**src/rtl/router_pkg.sv**
```systemverilog
// Shared router definitions: port count, address width, FSM state enumeration
// and small address helpers used by the control FSM.
package router_pkg;

    localparam int N_PORTS = 3;
    localparam int ADDR_W  = 2;

    typedef enum logic [2:0] {
        DECODE_ADDRESS     = 3'd0,
        LOAD_FIRST_DATA    = 3'd1,
        LOAD_DATA          = 3'd2,
        FIFO_FULL_STATE    = 3'd3,
        LOAD_AFTER_FULL    = 3'd4,
        LOAD_PARITY        = 3'd5,
        CHECK_PARITY_ERROR = 3'd6,
        WAIT_TILL_EMPTY    = 3'd7
    } state_e;

    function automatic logic addr_valid(input logic [ADDR_W-1:0] a);
        return int'(a) < N_PORTS;
    endfunction

    // Out-of-range addresses select nothing and read as 0.
    function automatic logic port_bit(input logic [N_PORTS-1:0] v,
                                      input logic [ADDR_W-1:0]  a);
        logic r;
        r = 1'b0;
        for (int p = 0; p < N_PORTS; p++) begin
            if (int'(a) == p) begin
                r = v[p];
            end
        end
        return r;
    endfunction

endpackage

```
**src/rtl/router_fsm.sv**
```systemverilog
// Control FSM for the 1x3 router: header decode, payload/parity sequencing,
// FIFO-full stalls and per-port soft reset. Moore outputs from the state register.
module router_fsm
    import router_pkg::*;
(
    input  logic               clk,
    input  logic               reset,
    input  logic               packet_valid,
    input  logic [ADDR_W-1:0]  datain,
    input  logic               fifo_full,
    input  logic [N_PORTS-1:0] fifo_empty,
    input  logic [N_PORTS-1:0] soft_reset,
    input  logic               parity_done,
    input  logic               low_packet_valid,
    output logic               detect_add,
    output logic               lfd_state,
    output logic               ld_state,
    output logic               laf_state,
    output logic               full_state,
    output logic               rst_int_reg,
    output logic               write_enb_reg,
    output logic               busy,
    output logic [ADDR_W-1:0]  addr_q
);

    state_e             state_q;
    state_e             state_d;
    logic [ADDR_W-1:0]  addr_d;

    always_ff @(posedge clk or posedge reset) begin
        if (reset) begin
            state_q <= DECODE_ADDRESS;
            addr_q  <= '0;
        end else begin
            state_q <= state_d;
            addr_q  <= addr_d;
        end
    end

    always_comb begin
        state_d = state_q;
        addr_d  = addr_q;
        case (state_q)
            DECODE_ADDRESS: begin
                if (packet_valid && addr_valid(datain)) begin
                    addr_d  = datain;
                    state_d = port_bit(fifo_empty, datain) ? LOAD_FIRST_DATA
                                                           : WAIT_TILL_EMPTY;
                end
            end
            LOAD_FIRST_DATA:    state_d = LOAD_DATA;
            LOAD_DATA: begin
                if (fifo_full)          state_d = FIFO_FULL_STATE;
                else if (!packet_valid) state_d = LOAD_PARITY;
            end
            FIFO_FULL_STATE: begin
                if (!fifo_full)         state_d = LOAD_AFTER_FULL;
            end
            LOAD_AFTER_FULL: begin
                if (parity_done)           state_d = DECODE_ADDRESS;
                else if (low_packet_valid) state_d = LOAD_PARITY;
                else                       state_d = LOAD_DATA;
            end
            LOAD_PARITY:        state_d = CHECK_PARITY_ERROR;
            CHECK_PARITY_ERROR: state_d = fifo_full ? FIFO_FULL_STATE : DECODE_ADDRESS;
            WAIT_TILL_EMPTY: begin
                if (port_bit(fifo_empty, addr_q)) state_d = LOAD_FIRST_DATA;
            end
            default:            state_d = DECODE_ADDRESS;
        endcase

        // A timeout on the selected port abandons the packet from any active state.
        if (state_q != DECODE_ADDRESS && port_bit(soft_reset, addr_q)) begin
            state_d = DECODE_ADDRESS;
        end
    end

    assign detect_add    = (state_q == DECODE_ADDRESS);
    assign lfd_state     = (state_q == LOAD_FIRST_DATA);
    assign ld_state      = (state_q == LOAD_DATA);
    assign laf_state     = (state_q == LOAD_AFTER_FULL);
    assign full_state    = (state_q == FIFO_FULL_STATE);
    assign rst_int_reg   = (state_q == CHECK_PARITY_ERROR);
    assign write_enb_reg = (state_q == LOAD_DATA) || (state_q == LOAD_AFTER_FULL) ||
                           (state_q == LOAD_PARITY);
    assign busy          = (state_q != DECODE_ADDRESS) && (state_q != LOAD_DATA);

endmodule

```
**config.mk**
```make
export PLATFORM = sky130hd
export DESIGN_NAME = router_fsm
export DESIGN_NICKNAME = d
export VERILOG_FILES = /design/src/rtl/router_pkg.sv /design/src/rtl/router_fsm.sv
export SDC_FILE = /design/constraint.sdc
export NUM_CORES = 1
export LEC_CHECK = 0
export CAP_MARGIN = 30
export CORE_UTILIZATION = 30
export CTS_CLUSTER_SIZE = 10
export DETAILED_ROUTE_END_ITERATION = 12
export GPL_ROUTABILITY_DRIVEN = 0
export GPL_TIMING_DRIVEN = 0
export PLACE_DENSITY_LB_ADDON = 0.15
export SLEW_MARGIN = 40
export SYNTH_ARGS = -nofsm -noshare
export SYNTH_HDL_FRONTEND = slang
export SYNTH_SLANG_ARGS = --single-unit
```
**constraint.sdc**
```tcl
create_clock -name clk -period 1.3 [get_ports clk]
set_input_delay 0.26 -clock clk [delete_from_list [all_inputs] [get_ports clk]]
set_output_delay 0.26 -clock clk [all_outputs]
set_load 0.05 [all_outputs]
```
==> summary.md, run 1 <==
| Metric | Value |
|---|---|
| Mapped Nets | `76` |
| Crit path cell chain | `clkbuf_8, or2_4, nor2_4, a21o_4, buf_8` |
| Total clock sinks | `5` |
| Hold Vio Cnt, Final | `0` |
| Post-synth top cells | `7 x nor2_1, 6 x nand2_1, 5 x dfrtp_1, 5 x mux2i_1` |
| Core ar. | `1560 sq um` |
| Final Setup Violations | `13` |
| Met1 Usage GRT | `0.237` |
| TritonCTS clock tree | `yes` |
| Storage cell area | `129 sq um` |
| Global-route wire length before repair | `2.84 mm` |
| GRT busiest layer | `met2` |
| Initial antenna violation count | `0` |
| Met2 usage | `0.358` |
| Violated checks | `DRC, setup timing` |
| Final Max Slew Viols | `0` |
| Worst r2r dst | `state_q[2]$_DFFE_PP0P_` |
| P_leak | `0.482 nW` |
| Crit path buf inv count | `2` |
| Final nets | `123` |
| F_max | `615 MHz` |
| Area of the multi-input gates | `467 sq um` |
| # rows | `14` |
| Commonest register cell after synthesis | `dfrtp_1` |
| Critical path depth in cells | `5` |
| Distinct cells, synth | `31` |
| IO buf count | `23` |
| Register area share after synthesis | `0.243` |
| Avg Vias per Cell | `5.52` |
| CP Launch Type | `register` |
| Cts hold-fix bufs | `0` |
| Clock latency on the worst-skew pair | `0.24 ns` |
| Largest area contributor in the netlist | `dfrtp_1` |
| CP delay by family, top | `flip-flops` |
| Worst-Margin Slew | `0.359 ns` |
| Met3 Resource Use GR | `0.0333` |
| Largest net degree at the start of global routing | `8` |
| Final period utilization | `1.25` |
| Count leader, synth | `nor2_1` |
| Flop2flop setup slack | `-0.27 ns` |
| Drt total wl | `1.90 mm` |
| Chip width | `43.4 um` |
| Total Power | `0.00317 W` |
| Inserted Clock Buffers | `3` |
| Max-cap violations | `0` |
| Peak VDD IR | `1530 uV` |
| Initial core utilization | `0.330` |
| HPWL after DPL | `1.08 mm` |
| Routed len/inst | `15.3 um` |
| Die area | `1880 sq um` |
| Async S/R FF share, synth | `1.00` |
| CP max FO | `5` |
| Cell Area, Synth | `514 sq um` |
| Clk buf depth | `2` |
| Filler cell count | `121` |
| Ant. Diodes | `0` |
| CP Capture Type | `output port` |
| Worst stage delay on the critical path | `0.40 ns` |
| 1st-iter DRT viols | `16` |
| Die height | `43.4 um` |
| Crit Path Class | `register to output port` |
| Worst Skew | `0.00108 ns` |
| Vias after detailed routing | `684` |
| Status | `finished with violations` |
| PwrDens | `2870 nW/um^2` |
| Post-synth EDFFs | `0` |
| Tightest Hold Check Type | `primary input to async pin` |
| Synthesized instance count | `62` |
| Worst-path clk slew | `0.04 ns` |
| Final WS setup | `-0.326 ns` |
| Antenna Nets Post-Route | `0` |
| Worst path slowest cell | `dfrtp_1` |
| Pre-antenna DRT Iters | `8` |
| Synth Register Bits | `5` |
| Ports | `24` |
| Critical path arrival | `1.37 ns` |
| Vias in the first global route | `700` |
| Yosys warning total | `0` |
| Root Buffer | `clkbuf_4` |
| Mean Syn Cell Area | `8.29 sq um` |
| Dominant cells by area after synthesis | `dfrtp_1 24%, mux2i_1 9.7%, nor2_1 5.1%` |
| Fin Hold WS | `0.210 ns` |
| Synth top area share | `0.243` |
| Reg2reg path depth | `6` |
| RR Startpoint | `state_q[0]$_DFFE_PP0P_` |
| Worst EP required | `1.04 ns` |
| Global Route Usage Sum | `0.202` |
| Gr ovfl total | `0` |
| Synth-to-Final Area Change | `115%` |
| Share of cells above drive strength 1 | `0.556` |
| RSZ-0062 raised after global routing | `true` |
| # H-tree levels | `1` |
| DRC violations left | `2` |
| Slew HR | `0.760` |
| Min Tclk post-route | `1.63 ns` |
## worst max path at each step
stage | startpoint | end
2_1_floorplan | state_q[2]$_DFFE_PP0P_ | write_enb_reg
3_3_place_gp | state_q[0]$_DFFE_PP0P_ | write_enb_reg
3_5_place_dp | state_q[2]$_DFFE_PP0P_ | write_enb_reg
4_1_cts | state_q[2]$_DFFE_PP0P_ | write_enb_reg
5_1_grt | state_q[1]$_DFFE_PP0P_ | rst_int_reg
6_report | state_q[2]$_DFFE_PP0P_ | write_enb_reg
## per-stage QoR
step | instance area (sq um) | TNS [ns] | util | instances | worst slack [ns]
3_3_place_gp | 832 | -7.31 | 0.534 | 101 | -0.770
6_report | 1100 | -3.06 | 0.708 | 124 | -0.326
3_5_place_dp | 832 | -7.46 | 0.534 | 101 | -0.784
5_1_grt | 1100 | -3.84 | 0.708 | 124 | -0.381
4_1_cts | 1020 | -2.96 | 0.652 | 120 | -0.326
2_1_floorplan | 582 | -1.63 | - | 62 | -0.378
## state kept, by name (all words and copies together), names as in the netlist
signal	count
addr_q	2
state_q	3
## what timing repair did
item | CTS | global route
buffers inserted | 15 | 4
pin swaps | 6 | 4
setup endpoints to repair | 15 | 13
gates resized for setup | 78 | 11
## final cells by class
cell class / instances / area share
Buffer: 3 / 0.0329
Clock buffer: 4 / 0.0238
Inverter: 4 / 0.0283
Multi-Input combinational cell: 50 / 0.423
Sequential cell: 5 / 0.117
Tap cell: 16 / 0.0181
Timing Repair Buffer: 42 / 0.357
## layout by cell type, fill, tap and decap left out, types with 2 or more instances in the layout
cell type,count
inv_1,2
clkbuf_4,3
buf_6,6
buf_8,3
o21ai_0,2
dfrtp_1,2
buf_4,19
buf_2,2
nor3b_2,3
mux2i_1,4
o22a_1,2
nor2_1,3
a21oi_1,2
nand2_1,5
clkdlybuf4s50_1,11
nor2_4,2
nand3b_1,2
dfrtp_2,3
nor2_2,2
## cells by family after synthesis
group | share of synthesized area
buffers and inverters | 0.0779
and+or+nand+nor | 0.299
AOI/OAI and AO/OA | 0.282
muxes | 0.0973
DFF | 0.243
## routing by layer
metal | wire [um] | part of all wire | vias to the layer above
met4 | 54 | 0.028 | 0
met2 | 991 | 0.52 | 32
met3 | 92 | 0.048 | 6
met5 | 0 | 0 | -
met1 | 760 | 0.40 | 325
li1 | - | - | 321
## report_power, final
| group | internal [W] | total (W) | switching (W) |
|---|---|---|---|
| combinational | 0.00126 | 0.00263 | 0.00138 |
| clock | 0.000116 | 0.000171 | 0.0000555 |
| sequential | 0.000245 | 0.000367 | 0.000122 |
| total | 0.00162 | 0.00317 | 0.00155 |
## worst reg2reg max path, cell delays in order, from the launching register on
cell and delay, ns:
dfrtp_2 0.38, buf_4 0.13, buf_4 0.12, and2b_1 0.17, o21ai_0 0.19, o221ai_1 0.18, o32ai_2 0.30
(Power assumes the default switching activity.)
==> inputs of run 2 (changes only) <==
- CORE_MARGIN: default -> 3
==> summary.md, run 2 (synthesis results as in run 1) <==
| Metric | Value |
|---|---|
| Status | `finished with violations` |
| Violated checks | `setup timing` |
| Initial antenna violation count | `0` |
| Root Buffer | `clkbuf_4` |
| Core ar. | `1560 sq um` |
| Gr ovfl total | `0` |
| Tightest Hold Check Type | `primary input to async pin` |
| CP Launch Type | `register` |
| Max-cap violations | `0` |
| Crit path cell chain | `clkbuf_8, or2_4, nor2_4, a21o_4, buf_8` |
| # rows | `14` |
| Share of cells above drive strength 1 | `0.524` |
| Reg2reg path depth | `5` |
| Die area | `2250 sq um` |
| # H-tree levels | `1` |
| Vias after detailed routing | `666` |
| Global Route Usage Sum | `0.156` |
| CP Capture Type | `output port` |
| Worst-path clk slew | `0.04 ns` |
| Biggest registers after layout | `state_q x3, addr_q x2` |
| 1st-iter DRT viols | `14` |
| Final Setup Violations | `13` |
| Hold Vio Cnt, Final | `0` |
| CP max FO | `5` |
| Clock latency on the worst-skew pair | `0.24 ns` |
| P_leak | `0.468 nW` |
| Min Tclk post-route | `1.63 ns` |
| Routed len/inst | `14.8 um` |
| Final period utilization | `1.26` |
| Peak VDD IR | `1570 uV` |
| Worst path slowest cell | `dfrtp_1` |
| Synth-to-Final Area Change | `112%` |
| Crit Path Class | `register to output port` |
| Cts hold-fix bufs | `0` |
| F_max | `612 MHz` |
| Antenna Nets Post-Route | `0` |
| Crit path buf inv count | `2` |
| HPWL after DPL | `1.02 mm` |
| Die height | `47.4 um` |
| Final Max Slew Viols | `0` |
| Chip width | `47.4 um` |
| CP delay by family, top | `flip-flops` |
| Worst r2r dst | `state_q[1]$_DFFE_PP0P_` |
| Total clock sinks | `5` |
| Slew HR | `0.742` |
| Initial core utilization | `0.330` |
| Largest net degree at the start of global routing | `8` |
| Avg Vias per Cell | `5.50` |
| IO buf count | `23` |
| Most frequent cells in the layout | `15 x buf_4, 12 x clkdlybuf4s50_1, 7 x buf_6` |
| Worst Skew | `0.000703 ns` |
| Pre-antenna DRT Iters | `4` |
| Worst EP required | `1.04 ns` |
| Inserted Clock Buffers | `3` |
| Flop2flop setup slack | `-0.28 ns` |
| Final nets | `120` |
| Critical path arrival | `1.37 ns` |
| Final WS setup | `-0.334 ns` |
| Commonest non-fill, non-tap cell in the layout | `buf_4` |
| Ports | `24` |
| RSZ-0062 raised after global routing | `true` |
| DRC violations left | `0` |
| Clk buf depth | `2` |
| Drt total wl | `1.79 mm` |
| Register bank with the most flops | `state_q` |
| Layout Utilization | `0.701` |
| Largest register FFs | `3` |
| RR Startpoint | `state_q[0]$_DFFE_PP0P_` |
| Filler cell count | `124` |
| Worst-Margin Slew | `0.386 ns` |
| Pre-CTS setup slack | `-0.779 ns` |
| Vias in the first global route | `577` |
| PwrDens | `2920 nW/um^2` |
| Ant. Diodes | `0` |
| TritonCTS clock tree | `yes` |
| Global-route wire length before repair | `2.46 mm` |
| Fin Hold WS | `0.209 ns` |
| Worst stage delay on the critical path | `0.41 ns` |
[run 2: stage by stage]
| stage | total power (W) | instances | cell area (sq um) | TNS (ns) |
|---|---|---|---|---|
| CTS | 0.00286 | 117 | 1000 | -2.87 |
| finish | 0.00319 | 121 | 1090 | -3.15 |
| global placement | 0.00220 | 101 | 832 | -7.37 |
| global route | 0.00337 | 121 | 1090 | -3.79 |
| detailed placement | 0.00220 | 101 | 832 | -7.42 |
| floorplan | 0.00173 | 62 | 582 | -1.63 |
[run 2: worst max path at each step]
stage	startpoint	to	slack, ns	cells after the start
after floorplan	state_q[2]$_DFFE_PP0P_	write_enb_reg	-0.38	4
after global placement	state_q[0]$_DFFE_PP0P_	write_enb_reg	-0.78	5
after detailed placement	state_q[2]$_DFFE_PP0P_	write_enb_reg	-0.78	5
after CTS	state_q[2]$_DFFE_PP0P_	write_enb_reg	-0.34	5
after global routing	state_q[0]$_DFFE_PP0P_	write_enb_reg	-0.38	5
final	state_q[2]$_DFFE_PP0P_	write_enb_reg	-0.33	5
[run 2: layout make-up]
cell class / count / area (sq um) / area share
sequential: 5 / 128 / 0.117
tap: 16 / 20.0 / 0.0183
buffer: 3 / 36.3 / 0.0332
inverter: 4 / 31.3 / 0.0286
clock buffer: 4 / 26.3 / 0.0241
multi-input combinational: 50 / 482 / 0.441
timing repair buffer: 39 / 369 / 0.338
[run 2: repair_timing]
action                                  in CTS  in global routing
pin swaps                                    5                  4
endpoints found under the setup margin      15                 13
setup buffers                               11                  4
gates cloned                                 1                  0
gates resized for setup                     77                 11
[run 2: report_power, final]
part / switching, W / internal (W) / total (W) / leakage, nW
Sequential: 0.000123 / 0.000242 / 0.000365 / 0.0595
Clock: 0.0000581 / 0.000116 / 0.000174 / 0.0150
Combinational: 0.00139 / 0.00126 / 0.00265 / 0.394
[run 2: metal layers]
metal / vias to the layer above / GRT usage / wire length, um
met5: - / 0 / 0
met4: 0 / 0.0994 / 53
met3: 6 / 0 / 92
met2: 25 / 0.254 / 898
met1: 314 / 0.204 / 742
li1: 321 / - / -
==> inputs of run 3 (changes only) <==
- CORE_UTILIZATION: 30 -> 35
==> summary.md, run 3 (synthesis results as in run 1) <==
| Metric | Value |
|---|---|
| Status | `finished with violations` |
| Violated checks | `setup timing` |
| Layout Utilization | `0.765` |
| Root Buffer | `clkbuf_4` |
| Die height | `44.3 um` |
| Synth-to-Final Area Change | `98.3%` |
| Register bank with the most flops | `state_q` |
| Share of cells above drive strength 1 | `0.476` |
| Crit Path Class | `register to output port` |
| Vias in the first global route | `608` |
| Avg Vias per Cell | `5.47` |
| Ports | `24` |
| Inserted Clock Buffers | `3` |
| Non-Filler Instances | `118` |
| CP Capture Type | `output port` |
| Chip width | `44.3 um` |
| Met2 usage | `0.328` |
| 1st-iter DRT viols | `9` |
| Hold Vio Cnt, Final | `0` |
| Final Setup Violations | `13` |
| DRC violations left | `0` |
| RSZ-0062 raised after global routing | `true` |
| Min Tclk post-route | `1.62 ns` |
| Die area | `1970 sq um` |
| Largest register FFs | `3` |
| Peak VDD IR | `1610 uV` |
| Final Max Slew Viols | `0` |
| Global-route wire length before repair | `2.78 mm` |
| Max-cap violations | `0` |
| Worst-path clk slew | `0.04 ns` |
| Vias after detailed routing | `646` |
| Met1 Usage GRT | `0.251` |
| Critical path arrival | `1.36 ns` |
| Antenna Nets Post-Route | `0` |
| CP Launch Type | `register` |
| Most frequent cells in the layout | `13 x clkdlybuf4s50_1, 13 x buf_4, 7 x buf_6` |
| Initial core utilization | `0.386` |
| PwrDens | `2890 nW/um^2` |
| Drt total wl | `1.75 mm` |
| IO buf count | `23` |
| Worst Skew | `0.00326 ns` |
| Clk buf depth | `2` |
| TritonCTS clock tree | `yes` |
| Total Power | `0.00295 W` |
| Worst EP required | `1.04 ns` |
| Gr ovfl total | `0` |
| Slew HR | `0.804` |
| Final instance area | `1020 sq um` |
| Final WS setup | `-0.323 ns` |
| Clock latency on the worst-skew pair | `0.24 ns` |
| F_max | `616 MHz` |
| Placed Cells | `100` |
| Core ar. | `1330 sq um` |
| Final period utilization | `1.25` |
| Worst-Margin Slew | `0.286 ns` |
| Met3 Resource Use GR | `0.0285` |
| P_leak | `0.437 nW` |
| Tightest Hold Check Type | `primary input to async pin` |
| Final nets | `118` |
| CP max FO | `5` |
| Ant. Diodes | `0` |
| Total clock sinks | `5` |
| GRT busiest layer | `met2` |
| HPWL after DPL | `1.10 mm` |
| # rows | `13` |
| Setup_tns | `-2.97 ns` |
| Initial antenna violation count | `0` |
| # H-tree levels | `1` |
| Cts hold-fix bufs | `0` |
| Dpl cell area | `831 sq um` |
| Pre-antenna DRT Iters | `4` |
| Global Route Usage Sum | `0.190` |
| Biggest registers after layout | `state_q x3, addr_q x2` |
| Routed len/inst | `14.8 um` |
| Largest net degree at the start of global routing | `8` |
==> run 3: path summary, 6_finish.rpt <==
check	from	depth (start not counted)	slack, ns	endpoint
max reg2reg	state_q[0]$_DFFE_PP0P_	7	-0.25	state_q[0]$_DFFE_PP0P_
max in group asynchronous	reset	2	0.90	addr_q[0]$_DFFE_PP0P_
min	reset	2	0.21	state_q[2]$_DFFE_PP0P_
min reg2reg	addr_q[0]$_DFFE_PP0P_	1	0.58	addr_q[0]$_DFFE_PP0P_
max	state_q[2]$_DFFE_PP0P_	5	-0.32	write_enb_reg
min in group clk	addr_q[0]$_DFFE_PP0P_	1	0.58	addr_q[0]$_DFFE_PP0P_
==> run 3: critical path: stages, from the launching register on <==
cell,delay [ns]
dfrtp_1,0.41
buf_8,0.15
or2_4,0.24
nor2_4,0.09
a21o_4,0.10
buf_8,0.13
==> run 3: per-stage QoR <==
| stage | worst slack (ns) | hold WS, ns |
|---|---|---|
| after detailed placement | -0.779 | 0.470 |
| after global placement | -0.767 | 0.463 |
| final | -0.323 | 0.215 |
| after floorplan | -0.378 | 0.0384 |
| after CTS | -0.321 | 0.214 |
| after global routing | -0.387 | 0.236 |
==> run 3: power breakdown <==
group / total, W / internal, W / switching (W)
combinational: 0.00243 / 0.00114 / 0.00129
clock: 0.000174 / 0.000116 / 0.0000587
sequential: 0.000345 / 0.000242 / 0.000103
total: 0.00295 / 0.00150 / 0.00145
==> run 3: what timing repair did <==
action,in CTS,in global routing
endpoints found under the setup margin,15,14
pin swaps,7,4
resized for setup,73,7
gates cloned,0,0
setup buffers,13,1
==> run 3: area by class of cell <==
class,count,area (sq um)
Fill cell,92,314
Clock buffer,4,26.3
Timing Repair Buffer,37,359
Buffer,3,37.5
Tap cell,15,18.8
Multi-Input combinational cell,50,419
Sequential cell,5,128
Inverter,4,31.3
==> run 3: metal layers <==
| metal | vias up | routed length, um |
|---|---|---|
| li1 | 315 | - |
| met1 | 304 | 743 |
| met2 | 27 | 934 |
| met3 | 0 | 69 |
| met4 | 0 | 0 |
| met5 | - | 0 |
